## config.mk

```make
export PLATFORM = sky130hd
export DESIGN_NAME = i2c_cmd_sequencer_flat
export DESIGN_NICKNAME = d
export VERILOG_FILES = /design/src/rtl/i2c_cmd_sequencer_if.sv /design/src/rtl/i2c_cmd_sequencer.sv /design/src/flat_wrapper.sv
export SDC_FILE = /design/constraint.sdc
export NUM_CORES = 1
export LEC_CHECK = 0
export ABC_AREA = 1
export CORE_MARGIN = 10
export CORE_UTILIZATION = 28
export DETAILED_ROUTE_END_ITERATION = 8
export GPL_TIMING_DRIVEN = 1
export RECOVER_POWER = 50
export SLEW_MARGIN = 20
export SYNTH_ARGS = -nofsm -noshare
export SYNTH_HDL_FRONTEND = slang
export SYNTH_SLANG_ARGS = --single-unit
```

## constraint.sdc

```tcl
create_clock -name Clk -period 2.4 [get_ports Clk]
set_clock_uncertainty 0.2 [all_clocks]
set_input_delay 0.36 -clock Clk [delete_from_list [all_inputs] [get_ports Clk]]
set_output_delay 0.36 -clock Clk [all_outputs]
set_load 0.005 [all_outputs]
```

## src/rtl/i2c_cmd_sequencer_if.sv

```systemverilog
// i2c_cmd_sequencer_if: host request/response signals plus the register bus
// toward i2c_master_top. The slave modport is the sequencer's view; the master
// modport is the view of whatever drives requests and returns bus read data.
interface i2c_cmd_sequencer_if;
    // Host request side
    logic       Req;
    logic       ReqRd;
    logic [6:0] ReqSadr;
    logic [7:0] ReqMemAddr;
    logic [7:0] ReqWdata;
    logic       Busy;
    logic       Done;
    logic       Err;
    logic [7:0] RdData;
    // Register bus side (i2c_master_top)
    logic [2:0] Addr;
    logic [7:0] Dout;
    logic [7:0] Din;
    logic       Wr;

    modport slave (
        input  Req, ReqRd, ReqSadr, ReqMemAddr, ReqWdata, Din,
        output Busy, Done, Err, RdData, Addr, Dout, Wr
    );

    modport master (
        output Req, ReqRd, ReqSadr, ReqMemAddr, ReqWdata, Din,
        input  Busy, Done, Err, RdData, Addr, Dout, Wr
    );
endinterface

```

## src/rtl/i2c_cmd_sequencer.sv

```systemverilog
// i2c_cmd_sequencer: turns a single host request (write one byte / read one
// byte at a slave memory address) into the TXR/CR/SR register traffic that an
// i2c_master_top core needs, polling SR between phases and aborting with a
// stop when the slave NACKs an address or memory-address byte.
// Optional build macro I2C_SEQ_INIT_EN: after reset, program PRER=PRESCALE and
// CTR=8'h80 before accepting requests. Without it the host owns core setup.
module i2c_cmd_sequencer #(
    parameter logic [2:0] ADDR_PRER    = 3'd0,
    parameter logic [2:0] ADDR_CTR     = 3'd2,
    parameter logic [2:0] ADDR_TXR_RXR = 3'd3,
    parameter logic [2:0] ADDR_CR_SR   = 3'd4,
    parameter logic [7:0] PRESCALE     = 8'h07
) (
    input  logic                  Clk,
    input  logic                  Rst_n,
    i2c_cmd_sequencer_if.slave    bus
);

    // Command register values (STA=7, STO=6, RD=5, WR=4, ACK=3)
    localparam logic [7:0] CR_START_WR    = 8'h90;
    localparam logic [7:0] CR_WR          = 8'h10;
    localparam logic [7:0] CR_WR_STOP     = 8'h50;
    localparam logic [7:0] CR_RD_NAK_STOP = 8'h68;
    localparam logic [7:0] CR_STOP        = 8'h40;
    localparam logic [7:0] CTR_CORE_EN    = 8'h80;

    // Status register bit positions
    localparam int SR_TIP   = 1;
    localparam int SR_BUSY  = 6;
    localparam int SR_RXACK = 7;

    typedef enum logic [3:0] {
`ifdef I2C_SEQ_INIT_EN
        RESET_INIT,
`endif
        IDLE,
        WR_TXR,
        WR_CR,
        POLL_ADDR,
        POLL_CHK,
        GET_RXR,
        STOP_CR,
        DONE
    } state_t;

`ifdef I2C_SEQ_INIT_EN
    localparam state_t RESET_STATE = RESET_INIT;
`else
    localparam state_t RESET_STATE = IDLE;
`endif

    state_t     state_q, state_d;
    logic [1:0] phase_q, phase_d;     // 0: slave addr, 1: mem addr, 2: data / re-addr, 3: read byte
    logic       rd_q, rd_d;
    logic [6:0] sadr_q, sadr_d;
    logic [7:0] mem_q, mem_d;
    logic [7:0] wdata_q, wdata_d;
    logic       wait_busy_q, wait_busy_d; // last CR issued a stop: poll also waits for bus free
    logic       abort_q, abort_d;         // stop after NACK is in flight
    logic       rx_pend_q, rx_pend_d;     // RXR read presented, Din valid next cycle
    logic       busy_q, busy_d;
    logic       err_q, err_d;
    logic [7:0] rdata_q, rdata_d;
`ifdef I2C_SEQ_INIT_EN
    logic [1:0] init_step_q, init_step_d;
`endif

    logic [7:0] txr_byte;
    logic [7:0] cr_byte;
    logic [2:0] bus_addr;
    logic [7:0] bus_dout;
    logic       bus_wr;

    // TXR and CR contents for the current phase
    always_comb begin
        // NOTE: every output of a combinational block gets a default first so no latch is inferred.
        txr_byte = 8'h00;
        cr_byte  = CR_START_WR;
        case (phase_q)
            2'd0: begin
                txr_byte = {sadr_q, 1'b0};
                cr_byte  = CR_START_WR;
            end
            2'd1: begin
                txr_byte = mem_q;
                cr_byte  = CR_WR;
            end
            2'd2: begin
                txr_byte = rd_q ? {sadr_q, 1'b1} : wdata_q;
                cr_byte  = rd_q ? CR_START_WR : CR_WR_STOP;
            end
            default: begin
                txr_byte = 8'h00;
                cr_byte  = CR_RD_NAK_STOP;
            end
        endcase
    end

    // Next-state, bus access and register updates
    always_comb begin
        state_d     = state_q;
        phase_d     = phase_q;
        rd_d        = rd_q;
        sadr_d      = sadr_q;
        mem_d       = mem_q;
        wdata_d     = wdata_q;
        wait_busy_d = wait_busy_q;
        abort_d     = abort_q;
        rx_pend_d   = rx_pend_q;
        busy_d      = busy_q;
        err_d       = err_q;
        rdata_d     = rdata_q;
`ifdef I2C_SEQ_INIT_EN
        init_step_d = init_step_q;
`endif
        bus_addr    = 3'd0;
        bus_dout    = 8'h00;
        bus_wr      = 1'b0;

        case (state_q)
`ifdef I2C_SEQ_INIT_EN
            RESET_INIT: begin
                busy_d = 1'b1;
                case (init_step_q)
                    2'd0: init_step_d = 2'd1;
                    2'd1: begin
                        bus_wr      = 1'b1;
                        bus_addr    = ADDR_PRER;
                        bus_dout    = PRESCALE;
                        init_step_d = 2'd2;
                    end
                    default: begin
                        bus_wr   = 1'b1;
                        bus_addr = ADDR_CTR;
                        bus_dout = CTR_CORE_EN;
                        busy_d   = 1'b0;
                        state_d  = IDLE;
                    end
                endcase
            end
`endif
            IDLE: begin
                if (bus.Req) begin
                    rd_d    = bus.ReqRd;
                    sadr_d  = bus.ReqSadr;
                    mem_d   = bus.ReqMemAddr;
                    wdata_d = bus.ReqWdata;
                    phase_d = 2'd0;
                    abort_d = 1'b0;
                    busy_d  = 1'b1;
                    err_d   = 1'b0;
                    state_d = WR_TXR;
                end
            end
            WR_TXR: begin
                bus_wr   = 1'b1;
                bus_addr = ADDR_TXR_RXR;
                bus_dout = txr_byte;
                state_d  = WR_CR;
            end
            WR_CR: begin
                bus_wr      = 1'b1;
                bus_addr    = ADDR_CR_SR;
                bus_dout    = cr_byte;
                wait_busy_d = cr_byte[6];
                state_d     = POLL_ADDR;
            end
            STOP_CR: begin
                bus_wr      = 1'b1;
                bus_addr    = ADDR_CR_SR;
                bus_dout    = CR_STOP;
                wait_busy_d = 1'b1;
                abort_d     = 1'b1;
                state_d     = POLL_ADDR;
            end
            POLL_ADDR: begin
                bus_addr = ADDR_CR_SR;
                state_d  = POLL_CHK;
            end
            POLL_CHK: begin
                // SR read issued last cycle is on Din now; no timeout, stretching just loops here
                if (bus.Din[SR_TIP] || (wait_busy_q && bus.Din[SR_BUSY])) begin
                    state_d = POLL_ADDR;
                end else if (abort_q) begin
                    err_d   = 1'b1;
                    busy_d  = 1'b0;
                    state_d = DONE;
                end else if (phase_q == 2'd3) begin
                    state_d = GET_RXR;
                end else if (!rd_q && phase_q == 2'd2) begin
                    // Stop already went out with the data byte, so a NACK only flags
                    err_d   = bus.Din[SR_RXACK];
                    busy_d  = 1'b0;
                    state_d = DONE;
                end else if (bus.Din[SR_RXACK]) begin
                    state_d = STOP_CR;
                end else begin
                    phase_d = phase_q + 2'd1;
                    // The read-byte phase is a CR command only; nothing to load into TXR
                    state_d = (rd_q && phase_q == 2'd2) ? WR_CR : WR_TXR;
                end
            end
            GET_RXR: begin
                if (!rx_pend_q) begin
                    bus_addr  = ADDR_TXR_RXR;
                    rx_pend_d = 1'b1;
                end else begin
                    rx_pend_d = 1'b0;
                    rdata_d   = bus.Din;
                    busy_d    = 1'b0;
                    state_d   = DONE;
                end
            end
            DONE: begin
                state_d = IDLE;
            end
            default: begin
                state_d = RESET_STATE;
            end
        endcase
    end

    // State and datapath registers; reset abandons any transaction in flight
    always_ff @(posedge Clk or negedge Rst_n) begin
        if (!Rst_n) begin
            state_q     <= RESET_STATE;
            phase_q     <= 2'd0;
            rd_q        <= 1'b0;
            sadr_q      <= 7'h00;
            mem_q       <= 8'h00;
            wdata_q     <= 8'h00;
            wait_busy_q <= 1'b0;
            abort_q     <= 1'b0;
            rx_pend_q   <= 1'b0;
            busy_q      <= 1'b0;
            err_q       <= 1'b0;
            rdata_q     <= 8'h00;
`ifdef I2C_SEQ_INIT_EN
            init_step_q <= 2'd0;
`endif
        end else begin
            // NOTE: non-blocking assignments so every register samples pre-edge values.
            state_q     <= state_d;
            phase_q     <= phase_d;
            rd_q        <= rd_d;
            sadr_q      <= sadr_d;
            mem_q       <= mem_d;
            wdata_q     <= wdata_d;
            wait_busy_q <= wait_busy_d;
            abort_q     <= abort_d;
            rx_pend_q   <= rx_pend_d;
            busy_q      <= busy_d;
            err_q       <= err_d;
            rdata_q     <= rdata_d;
`ifdef I2C_SEQ_INIT_EN
            init_step_q <= init_step_d;
`endif
        end
    end

    assign bus.Addr   = bus_addr;
    assign bus.Dout   = bus_dout;
    assign bus.Wr     = bus_wr;
    assign bus.Busy   = busy_q;
    assign bus.Done   = (state_q == DONE);
    assign bus.Err    = err_q;
    assign bus.RdData = rdata_q;

endmodule
```

## src/flat_wrapper.sv

```systemverilog
// flat-port wrapper written by rule: the top's interface ports become plain ports
module i2c_cmd_sequencer_flat 
#(
    parameter logic [2:0] ADDR_PRER    = 3'd0,
    parameter logic [2:0] ADDR_CTR     = 3'd2,
    parameter logic [2:0] ADDR_TXR_RXR = 3'd3,
    parameter logic [2:0] ADDR_CR_SR   = 3'd4,
    parameter logic [7:0] PRESCALE     = 8'h07
)
  (Clk, Rst_n, bus_Req, bus_ReqRd, bus_ReqSadr, bus_ReqMemAddr, bus_ReqWdata, bus_Din, bus_Busy, bus_Done, bus_Err, bus_RdData, bus_Addr, bus_Dout, bus_Wr);
  i2c_cmd_sequencer_if bus_i ();
  input  logic Clk;
  input  logic Rst_n;
  input wire logic [$bits(bus_i.Req)-1:0] bus_Req;
  input wire logic [$bits(bus_i.ReqRd)-1:0] bus_ReqRd;
  input wire logic [$bits(bus_i.ReqSadr)-1:0] bus_ReqSadr;
  input wire logic [$bits(bus_i.ReqMemAddr)-1:0] bus_ReqMemAddr;
  input wire logic [$bits(bus_i.ReqWdata)-1:0] bus_ReqWdata;
  input wire logic [$bits(bus_i.Din)-1:0] bus_Din;
  output wire logic [$bits(bus_i.Busy)-1:0] bus_Busy;
  output wire logic [$bits(bus_i.Done)-1:0] bus_Done;
  output wire logic [$bits(bus_i.Err)-1:0] bus_Err;
  output wire logic [$bits(bus_i.RdData)-1:0] bus_RdData;
  output wire logic [$bits(bus_i.Addr)-1:0] bus_Addr;
  output wire logic [$bits(bus_i.Dout)-1:0] bus_Dout;
  output wire logic [$bits(bus_i.Wr)-1:0] bus_Wr;
  assign bus_i.Req = bus_Req;
  assign bus_i.ReqRd = bus_ReqRd;
  assign bus_i.ReqSadr = bus_ReqSadr;
  assign bus_i.ReqMemAddr = bus_ReqMemAddr;
  assign bus_i.ReqWdata = bus_ReqWdata;
  assign bus_i.Din = bus_Din;
  assign bus_Busy = bus_i.Busy;
  assign bus_Done = bus_i.Done;
  assign bus_Err = bus_i.Err;
  assign bus_RdData = bus_i.RdData;
  assign bus_Addr = bus_i.Addr;
  assign bus_Dout = bus_i.Dout;
  assign bus_Wr = bus_i.Wr;
  i2c_cmd_sequencer #(.ADDR_PRER(ADDR_PRER), .ADDR_CTR(ADDR_CTR), .ADDR_TXR_RXR(ADDR_TXR_RXR), .ADDR_CR_SR(ADDR_CR_SR), .PRESCALE(PRESCALE)) u_core (.Clk(Clk), .Rst_n(Rst_n), .bus(bus_i));
endmodule
```

==> run metrics, run 1 <==
status completed; Synth Area in Compound Gates 4.916%; Post-Synth Simple-Gate Area 36.78%; Longest Clk Path Bufs 2; adder-cell share of the synthesized area 2.892%; Max Slew Vio Count 0; Final ANT Viol Nets 0; Die W 107.9 um; period utilisation layout 97.04%; Place WS -0.03068 ns; Cell Area, Synth 2163 um2; hold_ws 0.2774 ns; share of cells above drive strength 1 14.79%; critical path launch point type register; Layout Nets 404; Synth top area share 48.58%; initial antenna violation count 0; WL per Instance 13.07 um; P&R area growth vs syn 42.63%; leading cell type by number of instances after synthesis nand2_1; PnR worst setup slack 0.07099 ns; CTS Sinks 42; Synth Net Count 330; later-pin clock latency in the skew report 0.30 ns; Seq/Total Area, Yosys 48.58%; Post-synth ARST share 100.0%; CTS tree built; Antenna diodes 0; max-cap violation count 0; clock buffer count from CTS 5; post-DP HPWL 4611 um; worst slew pin tran 0.7564 ns; mux contribution to synthesized area 0%; row cnt 31; Worst Hold Class register to register; Yosys warning total 0; Seq cells post-synth 42; Overflow after GRT 0; Most used DFF post-synth dfrtp_1; leading area contributor after synthesis dfrtp_1; largest family of logic cells by synthesized area simple AND/OR/NAND/NOR gates; DR iter-0 viols 93; Post-Syn Instances 290; synth unique cells 27; commonest cells in the netlist nand2_1 (144), dfrtp_1 (42), inv_1 (23); TritonRoute pass-1 iters 4; total wire length 6066 um; Max Fanout on Critical Path 6; Synth area leaders dfrtp_1 (49%), nand2_1 (25%), inv_1 (4.0%); CP endpoint kind output port; Worst Setup Path Type register to output port; PortBufs 57; GRT Util Overall 10.95%; power per cell area 1191 nW/um2; vias in the first global route 2202; Chip Height 107.9 um; Post-synth EDFFs 0; Boundary Pins 58; via/cell ratio 4.399; Slew headroom 49.57%; CTS clk-pin slew, worst paths 0.09 ns; Fmax achieved 429.4 MHz; Leak 1.602 nW; core area 7370 um2; Worst EP arrival 1.77 ns; final setup violation count 0; VDD IR max 0.4310 mV; largest net degree at the start of global routing 27; hold violation total from the final report 0; first-pass GRT wire length 10180 um; htree depth 2; Worst EP required 1.84 ns; final worst path period need 2.329 ns; Root Buffer clkbuf_8; RSZ-0062 raised after global routing yes; Post-route DRC 0; placer congestion estimate 0.8879; Starting Density 29.35%; DR vias 2041; Synth Area per Inst 7.460 um2; die area 11640 um2; Synth Area in XOR/XNOR 0.4049%
==> per-stage QoR <==
step	power (mW)	util (%)	TNS [ns]	area, um2	std cells
3_3_place_gp	2.949	39.17	0	2887	449
4_1_cts	3.698	41.55	-0.05598	3062	461
6_report	3.675	41.87	0	3085	464
3_5_place_dp	2.973	39.17	-0.03492	2887	449
2_1_floorplan	2.177	-	0	2163	290
5_1_grt	4.028	41.87	-0.09273	3085	464
==> worst max-delay path: stages, from the launching register on <==
cell and delay (ns):
dfrtp_1 0.37, buf_4 0.15, inv_2 0.05, nor2_2 0.14, nand3_2 0.12, nand2_1 0.12
clkdlybuf4s50_1 0.52
==> path summary, 6_finish.rpt <==
kind / slack, ns / endpoint / start / cells past startpoint
worst max-delay path: 0.07 / bus_Addr[0] / u_core.state_q[2] / 6
worst min-delay path: 0.28 / u_core.bus.RdData[2] / u_core.bus.RdData[2] / 2
worst max register to register: 0.39 / u_core.rd_q / u_core.state_q[0] / 6
worst min register to register: 0.28 / u_core.bus.RdData[2] / u_core.bus.RdData[2] / 2
max in group asynchronous: 0.50 / u_core.mem_q[0] / Rst_n / 3
min in group asynchronous: 0.40 / u_core.mem_q[7] / Rst_n / 2
==> routing by layer <==
layer  vias to the layer above  global-route usage (%)  part of all wire, %
met5                         -                       0                    0
met4                         0                   4.008                  1.5
met3                        10                   4.072                  7.6
met2                        54                   17.78                   46
met1                       931                   12.94                   45
li1                       1046                       -                    -
==> state kept, by name, indices dropped and copies added (netlist names) <==
signal,count
u_core.bus.RdData,8
u_core.mem_q,8
u_core.wdata_q,8
u_core.sadr_q,7
u_core.state_q,3
u_core.phase_q,2
u_core.abort_q,1
u_core.bus.Busy,1
u_core.bus.Err,1
u_core.rd_q,1
u_core.rx_pend_q,1
u_core.wait_busy_q,1
==> layout make-up <==
cell class | count | area [um2]
timing repair buffer | 74 | 671.9
inverter | 26 | 97.59
tap | 99 | 123.9
clock inverter | 3 | 68.82
sequential | 42 | 1054
multi-input combinational | 215 | 1001
clock buffer | 5 | 68.82
fill | 799 | 4284
==> repair_timing <==
item	CTS	global route
gates resized for setup	27	15
hold endpoints to repair	11	0
setup endpoints to repair	8	10
hold buffers	1	0
buffers inserted	3	3
pin swaps	2	2
==> report_power, final <==
| part | internal [mW] | leakage, nW | switching, mW |
|---|---|---|---|
| clock | 0.417 | 0.0683 | 0.263 |
| sequential | 1.04 | 0.519 | 0.191 |
| combinational | 0.822 | 1.02 | 0.939 |
==> cells by family after synthesis <==
kind of cell | count (synthesis)
buffers and inverters | 33
XOR/XNOR | 1
adder cells (fa/ha/maj) | 5
AND/OR/NAND/NOR | 192
flip-flops | 42
AO/OA/AOI/OAI | 17
==> placed cells by master (no fill, tap or decap), drive strengths merged <==
| master | Yosys | layout |
|---|---|---|
| o21bai | 1 | 1 |
| a221oi | 1 | 1 |
| nand3 | 17 | 17 |
| nand2 | 145 | 145 |
| clkdlybuf4s50 | 0 | 43 |
| buf | 6 | 17 |
| dlygate4sd3 | 0 | 4 |
| bufinv | 0 | 2 |
| dlygate4sd2 | 0 | 4 |
| inv | 26 | 26 |
| nand4 | 2 | 2 |
| dfrtp | 42 | 42 |
| o22ai | 1 | 1 |
| xor2 | 1 | 1 |
| nor3 | 3 | 3 |
| dlymetal6s2s | 0 | 2 |
| ha | 5 | 5 |
| o21ai | 10 | 10 |
| nand3b | 1 | 1 |
| a31oi | 2 | 2 |
| a21oi | 2 | 2 |
| clkinv | 0 | 1 |
| clkbuf | 1 | 9 |
| nor2 | 24 | 24 |
Note: power is estimated with default switching activity, not from simulation.
==> run 2: changes to the inputs <==
Settings changed: CORE_UTILIZATION 28 to 40, PLACE_DENSITY from default to 0.68, SKIP_LAST_GASP from default to 1.
==> run metrics, run 2 (synthesis results as in run 1) <==
Worst EP required 1.84 ns; Boundary Pins 58; Antenna diodes 0; hold violation total from the final report 0; Leak 1.601 nW; Top Metal Used met4; worst stage delay on the critical path 0.50 ns; Overflow after GRT 0; vias in the first global route 2116; WL per Instance 13.47 um; met1 WL 2711 um; Crit-path slowest cell clkdlybuf4s50_1; P&R area growth vs syn 40.43%; DR vias 2014; CP Cell Sequence buf_2 > inv_2 > nor2_2 > nand3_1 > nand2_1 > clkdlybuf4s50_1; Layout Nets 404; total wire length 5860 um; power per cell area 1162 nW/um2; largest net degree at the start of global routing 27; htree depth 2; Worst Setup Path Type register to output port; hold_ws 0.2756 ns; CTS clk-pin slew, worst paths 0.08 ns; fin util 58.73%; CTS tree built; final setup violation count 0; CP endpoint kind output port; clock buffer count from CTS 5; worst slew pin tran 1.176 ns; Max Fanout on Critical Path 8; row cnt 26; most frequent cells in the layout nand2_1 (142), clkdlybuf4s50_1 (46), dfrtp_1 (40); TritonRoute pass-1 iters 4; die area 8750 um2; CTS Sinks 42; RSZ-0062 raised after global routing yes; Chip Height 93.54 um; most common cell after layout, fill and taps aside nand2_1; PortBufs 57; period utilisation layout 97.49%; VDD IR max 0.4274 mV; share of cells above drive strength 1 16.16%; initial antenna violation count 0; GRT Util Overall 13.63%; critical path launch point type register; status completed; Starting Density 41.82%; later-pin clock latency in the skew report 0.30 ns; Slew headroom 20.98%; Die W 93.54 um; max-cap violation count 0; Post-route DRC 0; Root Buffer clkbuf_8; Longest Clk Path Bufs 2; routed wl met3 437 um; core area 5172 um2; met2 routed WL 2655 um; post-DP HPWL 4364 um; final worst path period need 2.340 ns; Final ANT Viol Nets 0; placer congestion estimate 0.8688; Max Slew Vio Count 0; DR iter-0 viols 108; PnR worst setup slack 0.06026 ns; Fmax achieved 427.4 MHz; Place WS 0.01266 ns; Worst EP arrival 1.78 ns; Worst Hold Class register to register; first-pass GRT wire length 9591 um; via/cell ratio 4.630
[run 2: path summary, 6_finish.rpt]
kind / from / endpoint / slack (ns) / cells past startpoint
worst min register to register: u_core.bus.RdData[0] / u_core.bus.RdData[0] / 0.28 / 2
worst min-delay path: u_core.bus.RdData[0] / u_core.bus.RdData[0] / 0.28 / 2
min in group asynchronous: Rst_n / u_core.bus.RdData[3] / 0.51 / 2
max in group asynchronous: Rst_n / u_core.state_q[0] / 0.59 / 3
worst max-delay path: u_core.state_q[2] / bus_Addr[1] / 0.06 / 6
worst max register to register: u_core.state_q[2] / u_core.bus.RdData[7] / 0.14 / 6
[run 2: repair_timing]
action	in CTS	in global routing
pin swaps	2	4
gates resized for setup	24	24
hold buffers	1	0
endpoints found under the setup margin	10	12
buffers inserted	5	1
hold endpoints to repair	16	0
[run 2: cell type report]
| class | count | area (um2) |
|---|---|---|
| Clock inverter | 2 | 12.51 |
| Clock buffer | 6 | 82.58 |
| Multi-Input combinational cell | 215 | 1021 |
| Tap cell | 70 | 87.58 |
| Fill cell | 495 | 2135 |
| Sequential cell | 42 | 1054 |
| Inverter | 26 | 97.59 |
| Timing Repair Buffer | 74 | 683.2 |
[run 2: worst max-delay path, delay by kind of cell (launching register included)]
family / cells / cell delay (ns)
buffers and inverters: 3 / 0.78
DFF: 1 / 0.36
and+or+nand+nor: 3 / 0.33
[run 2: routing by layer]
| layer | global-route usage, % | vias up |
|---|---|---|
| li1 | - | 1039 |
| met1 | 16.58 | 914 |
| met2 | 21.98 | 55 |
| met3 | 4.956 | 6 |
| met4 | 4.177 | 0 |
| met5 | 0 | - |
[run 2: metrics by stage]
step / cell area (um2) / setup TNS, ns / total power, mW / instances
6_report: 3038 / 0 / 3.532 / 435
5_1_grt: 3038 / -0.2052 / 3.846 / 435
4_1_cts: 3003 / -0.09793 / 3.505 / 434
3_5_place_dp: 2863 / 0 / 2.987 / 420
3_3_place_gp: 2863 / 0 / 2.952 / 420
2_1_floorplan: 2163 / 0 / 2.177 / 290
[run 2: power breakdown]
group	internal [mW]	switching [mW]	total, mW	leakage, nW
registers	1.04	0.204	1.25	0.519
logic	0.857	0.951	1.81	1.03
clock network	0.231	0.244	0.475	0.0472
total	2.13	1.40	3.53	1.60
